**src/rtl/lfsr_keystream_if.sv**
```systemverilog
// Keystream port bundle: LFSR control/seed inputs plus the ready/valid word output.
// master = keystream consumer / controller side, slave = generator side.
interface lfsr_keystream_if #(
  parameter int unsigned WIDTH    = 32,
  parameter int unsigned OUT_BITS = 8
);
  logic [WIDTH-1:0]    taps;
  logic                seed_valid;
  logic [WIDTH-1:0]    seed;
  logic [OUT_BITS-1:0] ks_data;
  logic                ks_valid;
  logic                ks_ready;
  logic                lockup;

  modport master (
    output taps, seed_valid, seed, ks_ready,
    input  ks_data, ks_valid, lockup
  );

  modport slave (
    input  taps, seed_valid, seed, ks_ready,
    output ks_data, ks_valid, lockup
  );
endinterface

```
**src/rtl/lfsr_keystream.sv**
```systemverilog
// Galois LFSR keystream generator packing OUT_BITS serial bits per word behind ready/valid.
// Optional macro LFSR_LOCKUP_RECOVER_EN: reload DEFAULT_SEED when the state collapses to zero.
module lfsr_keystream #(
  parameter int unsigned      WIDTH        = 32,
  parameter int unsigned      OUT_BITS     = 8,
  parameter logic [WIDTH-1:0] DEFAULT_SEED = WIDTH'('h55)
) (
  input  logic            clk,
  input  logic            rst,
  lfsr_keystream_if.slave ks_if
);

  localparam int unsigned      CNT_W    = (OUT_BITS > 1) ? $clog2(OUT_BITS) : 1;
  localparam logic [CNT_W-1:0] CNT_LAST = CNT_W'(OUT_BITS - 1);

  // state | meaning
  // FILL  | shifting one keystream bit per cycle into ks_data
  // VALID | word complete, LFSR frozen until the consumer accepts
  typedef enum logic {
    FILL  = 1'b0,
    VALID = 1'b1
  } state_e;

  state_e              state_q, state_d;
  logic [WIDTH-1:0]    s_q, s_d;
  logic [CNT_W-1:0]    cnt_q, cnt_d;
  logic [OUT_BITS-1:0] ks_data_q, ks_data_d;
  logic                do_shift;

  always_ff @(posedge clk or posedge rst) begin
    if (rst) begin
      state_q   <= FILL;
      s_q       <= DEFAULT_SEED;
      cnt_q     <= '0;
      ks_data_q <= '0;
    end else begin
      state_q   <= state_d;
      s_q       <= s_d;
      cnt_q     <= cnt_d;
      ks_data_q <= ks_data_d;
    end
  end

  always_comb begin
    state_d   = state_q;
    s_d       = s_q;
    cnt_d     = cnt_q;
    ks_data_d = ks_data_q;
    do_shift  = 1'b0;

    // A seed load wins over everything; a coincident transfer has already
    // been consumed by the sink, so dropping back to FILL loses nothing.
    if (ks_if.seed_valid) begin
      s_d     = ks_if.seed;
      cnt_d   = '0;
      state_d = FILL;
    end else begin
      case (state_q)
        FILL: begin
`ifdef LFSR_LOCKUP_RECOVER_EN
          if (s_q == '0) begin
            s_d = DEFAULT_SEED;
          end else begin
            do_shift = 1'b1;
          end
`else
          do_shift = 1'b1;
`endif
        end
        VALID: begin
          if (ks_if.ks_ready) begin
            state_d = FILL;
            cnt_d   = '0;
          end
        end
        default: state_d = FILL;
      endcase
    end

    if (do_shift) begin
      ks_data_d[cnt_q] = s_q[0];
      s_d              = s_q[0] ? ((s_q >> 1) ^ ks_if.taps) : (s_q >> 1);
      if (cnt_q == CNT_LAST) begin
        cnt_d   = '0;
        state_d = VALID;
      end else begin
        cnt_d = cnt_q + CNT_W'(1);
      end
    end
  end

  assign ks_if.ks_data  = ks_data_q;
  assign ks_if.ks_valid = (state_q == VALID);
  assign ks_if.lockup   = (s_q == '0);

endmodule
```
**src/flat_wrapper.sv**
```systemverilog
// flat-port wrapper written by rule: the top's interface ports become plain ports
module lfsr_keystream_flat 
#(
  parameter int unsigned      WIDTH        = 32,
  parameter int unsigned      OUT_BITS     = 8,
  parameter logic [WIDTH-1:0] DEFAULT_SEED = WIDTH'('h55)
)
  (clk, rst, ks_if_taps, ks_if_seed_valid, ks_if_seed, ks_if_ks_ready, ks_if_ks_data, ks_if_ks_valid, ks_if_lockup);
  lfsr_keystream_if #(.WIDTH(WIDTH), .OUT_BITS(OUT_BITS)) ks_if_i ();
  input  logic clk;
  input  logic rst;
  input wire logic [$bits(ks_if_i.taps)-1:0] ks_if_taps;
  input wire logic [$bits(ks_if_i.seed_valid)-1:0] ks_if_seed_valid;
  input wire logic [$bits(ks_if_i.seed)-1:0] ks_if_seed;
  input wire logic [$bits(ks_if_i.ks_ready)-1:0] ks_if_ks_ready;
  output wire logic [$bits(ks_if_i.ks_data)-1:0] ks_if_ks_data;
  output wire logic [$bits(ks_if_i.ks_valid)-1:0] ks_if_ks_valid;
  output wire logic [$bits(ks_if_i.lockup)-1:0] ks_if_lockup;
  assign ks_if_i.taps = ks_if_taps;
  assign ks_if_i.seed_valid = ks_if_seed_valid;
  assign ks_if_i.seed = ks_if_seed;
  assign ks_if_i.ks_ready = ks_if_ks_ready;
  assign ks_if_ks_data = ks_if_i.ks_data;
  assign ks_if_ks_valid = ks_if_i.ks_valid;
  assign ks_if_lockup = ks_if_i.lockup;
  lfsr_keystream #(.WIDTH(WIDTH), .OUT_BITS(OUT_BITS), .DEFAULT_SEED(DEFAULT_SEED)) u_core (.clk(clk), .rst(rst), .ks_if(ks_if_i));
endmodule
```
**config.mk**
```make
export PLATFORM = sky130hd
export DESIGN_NAME = lfsr_keystream_flat
export DESIGN_NICKNAME = d
export VERILOG_FILES = /design/src/rtl/lfsr_keystream_if.sv /design/src/rtl/lfsr_keystream.sv /design/src/flat_wrapper.sv
export SDC_FILE = /design/constraint.sdc
export NUM_CORES = 1
export LEC_CHECK = 0
export CORE_MARGIN = 5
export CORE_UTILIZATION = 53
export CTS_CLUSTER_SIZE = 8
export DETAILED_ROUTE_END_ITERATION = 6
export PLACE_DENSITY = 0.95
export SLEW_MARGIN = 40
export SYNTH_ARGS = -nofsm -noshare
export SYNTH_HDL_FRONTEND = slang
export SYNTH_SLANG_ARGS = --single-unit
```
**constraint.sdc**
```tcl
create_clock -name clk -period 2.7 [get_ports clk]
set_clock_uncertainty 0.05 [all_clocks]
set_input_delay 0.54 -clock clk [delete_from_list [all_inputs] [get_ports clk]]
set_output_delay 0.54 -clock clk [all_outputs]
set_load 0.1 [all_outputs]
```
==> results of run 1 <==
==> through the flow <==
| stage | hold WS, ns | total power (uW) | cells | cell area, sq um |
|---|---|---|---|---|
| after floorplan | 0.5378 | 1524 | 272 | 2902 |
| after detailed placement | 0.4331 | 1757 | 405 | 3610 |
| after CTS | 0.4523 | 2263 | 413 | 3716 |
| final | 0.4465 | 2243 | 413 | 3716 |
| after global routing | 0.4575 | 2347 | 413 | 3716 |
| after global placement | 0.4304 | 1728 | 405 | 3610 |
==> cell type report <==
cell class	instances	area, sq um
Inverter	33	126.4
Clock inverter	1	30.03
Sequential cell	44	1106
Multi-Input combinational cell	175	1501
Clock buffer	7	76.32
Tap cell	72	90.09
Timing Repair Buffer	81	785.8
Fill cell	433	1689
==> registers in the layout (all words and copies together), names as in the netlist <==
name / flops
u_core.ks_if.ks_data: 8
u_core.ks_if.ks_valid: 1
u_core.s_q: 32
u_core.cnt_q: 3
==> Yosys cell counts, types with 2 or more instances <==
| cell | number | area, sq um |
|---|---|---|
| nor3_2 | 29 | 290.3 |
| nand3_1 | 6 | 30.03 |
| dfstp_2 | 4 | 105.1 |
| ha_1 | 2 | 25.02 |
| inv_1 | 32 | 120.1 |
| nand2_1 | 36 | 135.1 |
| a221oi_2 | 29 | 435.4 |
| xor2_1 | 30 | 262.8 |
| nor3_1 | 2 | 10.01 |
| mux2_1 | 7 | 78.83 |
| dfrtp_1 | 40 | 1001 |
| nor2b_1 | 2 | 12.51 |
| buf_2 | 8 | 40.04 |
| nor2_1 | 5 | 18.77 |
| a31oi_1 | 3 | 18.77 |
| a21oi_1 | 3 | 15.01 |
| buf_6 | 10 | 112.6 |
| nand4_1 | 3 | 18.77 |
| nor4_1 | 7 | 43.79 |
| buf_4 | 2 | 15.01 |
==> critical path: cells and delay by family, from the launching register on <==
| kind | cells | cell delay, ns |
|---|---|---|
| simple gates | 3 | 0.77 |
| buf+inv | 1 | 0.19 |
| flops | 1 | 0.44 |
==> path summary, 6_finish.rpt <==
check	start	end	slack (ns)	depth (start not counted)
setup / recovery	u_core.s_q[3]	ks_if_lockup	0.42	4
hold / removal	u_core.ks_if.ks_data[2]	u_core.ks_if.ks_data[2]	0.45	1
setup reg to reg	u_core.ks_if.ks_valid	u_core.s_q[30]	0.94	3
hold reg to reg	u_core.ks_if.ks_data[2]	u_core.ks_if.ks_data[2]	0.45	1
max in group asynchronous	rst	u_core.s_q[6]	1.56	3
min in group asynchronous	rst	u_core.s_q[21]	0.65	3
==> layer usage <==
metal | vias up | global-route usage | part of all wire
met1 | 1061 | 0.2359 | 0.42
li1 | 1087 | - | -
met4 | 0 | 0.08187 | 0.030
met3 | 19 | 0.04936 | 0.054
met5 | - | 0 | 0
met2 | 65 | 0.3348 | 0.49
==> report_power, final <==
group          switching, uW  internal, uW  total [uW]
registers                122           780         901
clock network            222           277         499
logic                    540           302         843
total                    884          1360        2240
==> cell families (layout without fill, tap and decap cells) <==
logic type | Yosys count | in the layout | share of synthesized area
AND/OR/NAND/NOR | 96 | 96 | 0.2136
buffers and inverters | 53 | 122 | 0.1014
flip-flops | 44 | 44 | 0.3815
AO/OA/AOI/OAI | 39 | 39 | 0.1718
XOR/XNOR | 30 | 30 | 0.09063
multiplexers | 8 | 8 | 0.03237
adder cells (fa/ha/maj) | 2 | 2 | 0.008630
==> summary.md, run 1 <==
| Metric | Value |
|---|---|
| Worst Tran Pin Value | 0.6943 ns |
| Pre-CTS WS | 0.6557 ns |
| Slew Viols, Final | 0 |
| Num CTS Buffers | 5 |
| ANT cells | 0 |
| Cell area after synthesis | 2899 sq um |
| Layout cells sized above 1 | 0.2639 |
| Core box area | 5405 sq um |
| GRT Residual Overflow | 0 |
| Most frequent cells in the layout | 66 x clkdlybuf4s50_1, 40 x dfrtp_1, 36 x nand2_1, 31 x inv_1, 30 x xor2_1 |
| Max IR drop VDD | 0.4905 mV |
| Maximum clock rate | 438.9 MHz |
| DR pass1 iterations | 4 |
| Setup-failing EPs final | 0 |
| Synth async-reset ratio | 1.000 |
| I/O Pins | 78 |
| Status | completed |
| Req. time, crit path | 2.11 ns |
| Register bit total from synthesis | 44 |
| First-pass GRT wire length | 11330 um |
| H-tree levels | 2 |
| Slew margin rel. | 0.5371 |
| CTS tree | yes |
| Vias in the first global route | 2361 |
| Synth-to-layout area growth | 28.18% |
| Setup Total Neg Slack | 0 ns |
| Post-CTS setup buffer count | 0 |
| Initial Utilization | 0.5363 |
| Commonest non-fill, non-tap cell in the layout | clkdlybuf4s50_1 |
| Die Ht | 83.96 um |
| GPL Wtd Cong | 0.7781 |
| Initial DRC Count | 128 |
| Clock tree sinks | 44 |
| Skew-Pair Late Insertion Delay | 0.30 ns |
| Post-synthesis sequential area ratio | 0.3815 |
| Final period util | 0.8439 |
| Post-cts resize count | 0 |
| Cell count after synthesis | 272 |
| Setup Crit Path Kind | reg -> out |
| Wire per inst | 16.31 um |
| Cell-by-cell trace of the critical path | nor4_1 -> nand4_1 -> nor2_2 -> buf_12 |
| PortBufs | 77 |
| Initial antenna violation count | 0 |
| CP endpoint kind | output port |
| Post-layout nets | 410 |
| Site Rows | 27 |
| HPWL after DPL | 4776 um |
| Final core utilization | 0.6875 |
| Routed Antenna Nets | 0 |
| Number of remaining DRC errors | 0 |
| Largest net degree at the start of global routing | 45 |
| DIE WIDTH | 83.96 um |
| Total GRT Usage | 0.1968 |
| CP startpoint kind | register |
| Endpoints failing hold | 0 |
| Pwr per Cell Area | 603.7 nW/um^2 |
| Fin worst setup slack | 0.4216 ns |
| DR vias | 2232 |
| Clock root buffer | clkbuf_8 |
| Leak Pwr | 0.001488 uW |
| Clk buf depth | 2 |
| Clock transition at path regs | 0.08 ns |
| Avg Cell Area, Syn | 10.66 sq um |
| Min cycle time layout | 2.278 ns |
| Number of flops mapped to enable cells by yosys | 0 |
| Slowest Stage Delay on Critical Path | 0.44 ns |
| Maxcap violations | 0 |
| Worst min path class | reg -> reg |
| Synth Warn # | 0 |
| CTS Hold Bufs | 0 |
| Die area | 7049 sq um |
| Crit-path max FO | 3 |
| Top_reg_cell synth | dfrtp_1 |
| Critical Path AT | 1.69 ns |
| Final WL | 6734 um |
| Distinct cells, synth | 32 |
| Vias per inst | 5.404 |
| RSZ-0062 raised after global routing | false |
| Slowest CP cell | dfrtp_1 |
| Mapped Nets | 342 |
No activity file was read; power rests on OpenSTA's default activity.
==> run 2, diff against run 1 <==
--- a/config.mk
+++ b/config.mk
@@ -6,10 +6,10 @@
 export NUM_CORES = 1
 export LEC_CHECK = 0
 export CORE_MARGIN = 5
-export CORE_UTILIZATION = 53
+export CORE_UTILIZATION = 44
 export CTS_CLUSTER_SIZE = 8
 export DETAILED_ROUTE_END_ITERATION = 6
-export PLACE_DENSITY = 0.95
+export PLACE_DENSITY = 0.88
 export SLEW_MARGIN = 40
 export SYNTH_ARGS = -nofsm -noshare
 export SYNTH_HDL_FRONTEND = slang
==> constraint.sdc (replaced) <==
create_clock -name clk -period 2 [get_ports clk]
set_clock_uncertainty 0.05 [all_clocks]
set_input_delay 0.4 -clock clk [delete_from_list [all_inputs] [get_ports clk]]
set_output_delay 0.4 -clock clk [all_outputs]
set_load 0.1 [all_outputs]
==> summary.md, run 2 (synthesis gave the netlist of run 1 again) <==
| Metric | Value |
|---|---|
| Slowest Stage Delay on Critical Path | 0.42 ns (-0.02 ns) |
| Cell-by-cell trace of the critical path | nor4_4 -> nand4_1 -> nor2_4 -> buf_12 |
| Commonest non-fill, non-tap cell in the layout | clkdlybuf4s50_1 |
| Worst min path class | in -> async |
| Vias in the first global route | 2467 (+4.5%) |
| FF-to-FF End | u_core.s_q[15] |
| Endpoints failing hold | 0 (unchanged) |
| Synth-to-layout area growth | 33.02% |
| Slew Viols, Final | 0 (unchanged) |
| Pwr per Cell Area | 770.6 nW/um^2 (+28%) |
| Wire per inst | 15.61 um (-4.3%) |
| RSZ-0062 raised after global routing | true |
| First-pass GRT wire length | 11630 um (+2.7%) |
| Clk buf depth | 2 (unchanged) |
| Vias per inst | 5.285 (-2.2%) |
| GRT Residual Overflow | 0 (unchanged) |
| Maxcap violations | 0 (unchanged) |
| Slew margin rel. | 0.5934 (+0.05629) |
| Top reg by flops | u_core.s_q |
| R2r worst-path depth | 4 (+1) |
| Max IR drop VDD | 0.7770 mV (+58%) |
| Clock tree sinks | 44 (unchanged) |
| Worst R2R Setup Slack | 0.34 ns (-0.60 ns) |
| Die area | 8312 sq um (+18%) |
| Final period util | 1.019 |
| Setup-failing EPs final | 1 (+1) |
| CTS Hold Bufs | 0 (unchanged) |
| Routed Antenna Nets | 0 (unchanged) |
| ANT cells | 0 (unchanged) |
| Critical Path AT | 1.59 ns (-0.10 ns) |
| Placed Area | 3659 sq um (+1.4%) |
| DIE WIDTH | 91.17 um (+8.6%) |
| Setup Total Neg Slack | -0.03734 ns (-0.03734 ns) |
| Critical Path Start | u_core.s_q[26] |
| HPWL after DPL | 4728 um (-0.99%) |
| CTS tree | yes |
| CP startpoint kind | register |
| Failing checks | setup timing |
| Core box area | 6386 sq um (+18%) |
| Min cycle time layout | 2.037 ns |
| Largest register FFs | 32 (unchanged) |
| Req. time, crit path | 1.55 ns (-0.56 ns) |
| DR pass1 iterations | 4 (unchanged) |
| Number of remaining DRC errors | 0 (unchanged) |
| Initial DRC Count | 65 (-49%) |
| H-tree levels | 2 (unchanged) |
| Final instance area | 3856 sq um (+3.8%) |
| GPL Wtd Cong | 0.8403 (+8.0%) |
| Initial Utilization | 0.4540 (-0.08238) |
| Die Ht | 91.17 um (+8.6%) |
| Fillcell total | 532 (+23%) |
| Final core utilization | 0.6038 (-0.08366) |
| Maximum clock rate | 490.8 MHz |
| Post-layout nets | 417 (+1.7%) |
| Status | complete, but fails checks |
| Layout cells sized above 1 | 0.3075 (+0.04354) |
| Initial antenna violation count | 0 (unchanged) |
| Worst Tran Pin Value | 0.6099 ns (-0.08444 ns) |
| Num CTS Buffers | 5 (unchanged) |
| Most frequent cells in the layout | 66 x clkdlybuf4s50_1, 40 x dfrtp_1, 36 x nand2_1, 31 x inv_1, 30 x xor2_1 |
| Final Total Pwr | 2972 uW (+32%) |
| Leak Pwr | 0.001539 uW (+3.4%) |
| Clock transition at path regs | 0.08 ns (about the same) |
| PortBufs | 77 (unchanged) |
| Site Rows | 29 (+7.4%) |
| Clock root buffer | clkbuf_8 |
| Final WL | 6635 um (-1.5%) |
| Crit-path max FO | 2 (-1) |
| Total GRT Usage | 0.1665 (-0.03024) |
| Setup Crit Path Kind | reg -> out |
| Fin worst setup slack | -0.03734 ns (-0.4589 ns) |
| Largest net degree at the start of global routing | 69 (+53%) |
| Slowest CP cell | dfrtp_1 |
| R2R Path Start | u_core.s_q[0] |
| DR vias | 2246 (+0.63%) |
| CP endpoint kind | output port |
| I/O Pins | 78 (unchanged) |
| Skew-Pair Late Insertion Delay | 0.29 ns (about the same) |
[run 2: cell count changes in the layout (fill, tap and decap cells not counted), moves of 2 or more]
cell	delta
buf_4	+4
clkbuf_1	-2
clkinv_2	+2
buf_12	+3
nor4_2	+6
nor4_1	-7
[run 2: cell type report]
cell class	instances	area [sq um]	share of cell area
clock inverters	2	10.01	0.002596
multi-input cells	175	1559	0.4043
inverters	33	126.4	0.03277
flip-flops and latches	44	1106	0.2868
repair buffers	88	875.8	0.2271
clock buffers	6	82.58	0.02141
well taps	77	96.34	0.02498
[run 2: where the power goes]
| group | switching [uW] | leakage, uW | internal, uW | total [uW] |
|---|---|---|---|---|
| sequential | 167 | 0.000514 | 1050 | 1220 |
| clock | 288 | 0.0000510 | 276 | 564 |
| combinational | 746 | 0.000975 | 442 | 1190 |
| total | 1200 | 0.00154 | 1770 | 2970 |
[run 2: metrics by stage]
stage	hold WS (ns)	std cells	setup WS [ns]
after floorplan	0.4445	272	0.05486
after global placement	0.4329	410	0.1521
after global routing	0.3919	425	-0.1435
final	0.3738	425	-0.03734
after detailed placement	0.4330	410	0.1441
after CTS	0.3749	423	-0.03202
[run 2: critical path: cells and delay by family (launching register included)]
kind | cells | cell delay (ns)
flip-flops | 1 | 0.42
AND/OR/NAND/NOR | 3 | 0.69
buffers and inverters | 1 | 0.18
[run 2: layer usage]
layer	wire length (um)	GRT usage
met1	2799	0.2061
met2	3346	0.2855
met3	433	0.05455
met5	0	0
met4	55	0.03178
[run 2: what timing repair did]
action,in CTS,in global routing
cloned,0,0
pin swaps,6,3
gates resized for setup,5,3
buffers inserted,5,2
endpoints found under the setup margin,1,1
[run 2: how the worst max path moves through the flow]
stage                         endpoint  slack [ns]  cells past startpoint
final                     ks_if_lockup       -0.04                      4
after global routing      ks_if_lockup       -0.14                      4
after CTS                 ks_if_lockup       -0.03                      4
after detailed placement  ks_if_lockup        0.14                      4
after global placement    ks_if_lockup        0.15                      4
after floorplan           ks_if_lockup        0.05                      5
==> run 3, diff against run 2 <==
--- a/config.mk
+++ b/config.mk
@@ -5,11 +5,12 @@
 export SDC_FILE = /design/constraint.sdc
 export NUM_CORES = 1
 export LEC_CHECK = 0
+export ABC_AREA = 1
 export CORE_MARGIN = 5
-export CORE_UTILIZATION = 44
+export CORE_UTILIZATION = 43
 export CTS_CLUSTER_SIZE = 8
 export DETAILED_ROUTE_END_ITERATION = 6
-export PLACE_DENSITY = 0.88
+export PLACE_DENSITY = 0.87
 export SLEW_MARGIN = 40
 export SYNTH_ARGS = -nofsm -noshare
 export SYNTH_HDL_FRONTEND = slang
==> summary.md, run 3 <==
| Metric | Value |
|---|---|
| Mapped Nets | 433 (+27%) |
| GRT Residual Overflow | 0 (unchanged) |
| Setup-failing EPs final | 0 (-1) |
| Min cycle time layout | 1.901 ns (-0.1366 ns) |
| Internal Power | 1745 uW (-1.4%) |
| Placed Area | 3563 sq um (-2.6%) |
| Total GRT Usage | 0.1957 (+0.02917) |
| Die Ht | 89.17 um (-2.2%) |
| DR vias | 2696 (+20%) |
| Number of flops mapped to enable cells by yosys | 0 (unchanged) |
| Final instance area | 3677 sq um (-4.6%) |
| Vias per inst | 5.225 (-1.1%) |
| Routed Antenna Nets | 0 (unchanged) |
| Synth async-reset ratio | 1.000 (unchanged) |
| Initial Utilization | 0.4499 (-0.004083) |
| Num CTS Buffers | 5 (unchanged) |
| Critical Path Start | u_core.s_q[26] |
| Clock transition at path regs | 0.08 ns (about the same) |
| DIE WIDTH | 89.17 um (-2.2%) |
| Top-count cell post-synth | nand2_1 |
| CTS Hold Bufs | 0 (unchanged) |
| CTS tree | yes |
| Register bit total from synthesis | 44 (unchanged) |
| Max IR drop VDD | 0.6951 mV (-11%) |
| First-pass GRT wire length | 12250 um (+5.3%) |
| R2R Path Start | u_core.s_q[0] |
| Wire per inst | 14.32 um (-8.3%) |
| Clk buf depth | 2 (unchanged) |
| GPL Wtd Cong | 0.8706 (+3.6%) |
| HPWL after DPL | 5624 um (+19%) |
| Site Rows | 28 (-3.4%) |
| Layout cells sized above 1 | 0.1361 (-0.1714) |
| CP startpoint kind | register |
| Skew-Pair Late Insertion Delay | 0.29 ns (about the same) |
| Cell count after synthesis | 363 (+33%) |
| Synth-to-layout area growth | 36.44% |
| Worst min path class | in -> async |
| Req. time, crit path | 1.55 ns (about the same) |
| Largest net degree at the start of global routing | 44 (-36%) |
| Crit-path max FO | 3 (+1) |
| Post-layout nets | 510 (+22%) |
| CP endpoint kind | output port |
| Sw Ratio | 0.3855 (-0.01867) |
| Slew Viols, Final | 0 (unchanged) |
| Final WL | 7387 um (+11%) |
| Final hold slack | 0.3557 ns (-0.01808 ns) |
| Reg power frac | 0.399 (-0.011) |
| Critical Path AT | 1.45 ns (-0.14 ns) |
| Synth top area share | 0.3714 (+0.02613) |
| Placed Instances | 508 (+24%) |
| Maxcap violations | 0 (unchanged) |
| Register area | 1106 sq um (unchanged) |
| Dominant cells by area after synthesis | dfrtp_1 37%, nand2_1 17%, nand3_1 12% |
| Avg Cell Area, Syn | 7.424 sq um (-30%) |
| H-tree levels | 2 (unchanged) |
| Multi-input gate area | 1348 sq um (-14%) |
| Maximum clock rate | 526.1 MHz (+7.2%) |
| Die area | 7951 sq um (-4.3%) |
| Setup Crit Path Kind | reg -> out |
| Number of remaining DRC errors | 0 (unchanged) |
| Status | completed |
| Finished Layout Cells | 516 (+21%) |
| I/O Pins | 78 (unchanged) |
| Setup Total Neg Slack | 0 ns (+0.03734 ns) |
| Worst Tran Pin Value | 0.4229 ns (-0.1870 ns) |
| Clock tree sinks | 44 (unchanged) |
| Largest register FFs | 32 (unchanged) |
| Pwr per Cell Area | 772.3 nW/um^2 (+0.22%) |
| Clock power share | 0.239 (+0.049) |
| Slew margin rel. | 0.7181 (+0.1246) |
| Top reg by flops | u_core.s_q |
| PortBufs | 77 (unchanged) |
| RSZ-0062 raised after global routing | false |
| DR pass1 iterations | 5 (+1) |
| Cell area after synthesis | 2695 sq um (-7.0%) |
| Endpoints failing hold | 0 (unchanged) |
| Leak Pwr | 0.001718 uW (+12%) |
| Post-synth top cells | 120 x nand2_1, 64 x nand3_1, 40 x dfrtp_1, 38 x inv_1, 24 x nor2_1 |
| Commonest non-fill, non-tap cell in the layout | nand2_1 |
| Fillcell total | 523 (-1.7%) |
| Most frequent cells in the layout | 120 x nand2_1, 67 x clkdlybuf4s50_1, 64 x nand3_1, 40 x dfrtp_1, 37 x inv_1 |
| Comb pwr share | 0.362 (-0.038) |
| Final core utilization | 0.6138 (+0.009986) |
| Distinct cells, synth | 20 (-38%) |
| Initial DRC Count | 91 (+40%) |
| ANT cells | 0 (unchanged) |
| Vias in the first global route | 2750 (+11%) |
| Switching power total | 1095 uW (-8.8%) |
| Synth area leader | dfrtp_1 |
| Clock root buffer | clkbuf_8 |
| Core box area | 5991 sq um (-6.2%) |
| Post-synthesis sequential area ratio | 0.4104 (+0.02887) |
| Synth Warn # | 0 (unchanged) |
| Initial antenna violation count | 0 (unchanged) |
| Top_reg_cell synth | dfrtp_1 |
| Final period util | 0.9504 (-0.06830) |
run 3: critical path, cell delays in order (launching register included):
cell and delay (ns):
dfrtp_1 0.43, nor2_1 0.12, nand2_1 0.06, nor2_1 0.12
nand2_1 0.12, nor2_4 0.13, buf_12 0.18
run 3: power by group through the flow:
stage	logic, uW	registers, uW	clock network [uW]
after floorplan	399	1440	0
final	1030	1130	678
after CTS	1040	1130	701
after detailed placement	1030	1140	0
after global placement	1000	1140	0
after global routing	1120	1150	740
run 3: cells by family (layout without fill, tap and decap cells):
group                      Yosys count  in the layout  share of synthesized area
and+or+nand+nor                    213            213                     0.3310
buffers and inverters               56            134                    0.09331
AOI/OAI and AO/OA                   44             44                     0.1430
DFF                                 44             44                     0.4104
xor gates and xnor gates             4              4                    0.01300
adders and majority gates            2              2                   0.009284
run 3: repair_timing:
action | in CTS | in global routing
resized for setup | 0 | 1
hold endpoints to repair | 0 | 0
endpoints found under the setup margin | 0 | 1
buffers inserted | 0 | 0
run 3: area by class of cell:
class                      instances  share of cell area
clock buffer                       5             0.01871
inverter                          39             0.04015
tap                               75             0.02552
sequential                        44              0.3008
multi-input combinational        263              0.3665
clock inverter                     3             0.01157
timing repair buffer              87              0.2368
run 3: path summary, 6_finish.rpt:
kind	to	slack (ns)	depth (start not counted)
setup / recovery	ks_if_lockup	0.1	6
max in group asynchronous	u_core.s_q[0]	1.00	3
hold / removal	u_core.s_q[5]	0.36	2
setup reg to reg	u_core.s_q[0]	0.38	5
hold reg to reg	u_core.ks_if.ks_data[3]	0.46	2
min in group clk	u_core.ks_if.ks_data[3]	0.46	2
run 3: stage by stage:
| step | setup slack [ns] | power [uW] |
|---|---|---|
| after floorplan | 0.1499 | 1839 |
| after global placement | 0.2109 | 2142 |
| after detailed placement | 0.1207 | 2176 |
| after CTS | 0.07061 | 2865 |
| after global routing | 0.009660 | 3010 |
| final | 0.09926 | 2840 |
run 3: routing by layer:
metal,GRT usage,wire [um],vias to the layer above
met5,0,0,-
met4,0.05007,80,0
met3,0.05161,551,11
met2,0.3349,3604,101
met1,0.2457,3150,1255
li1,-,-,1329
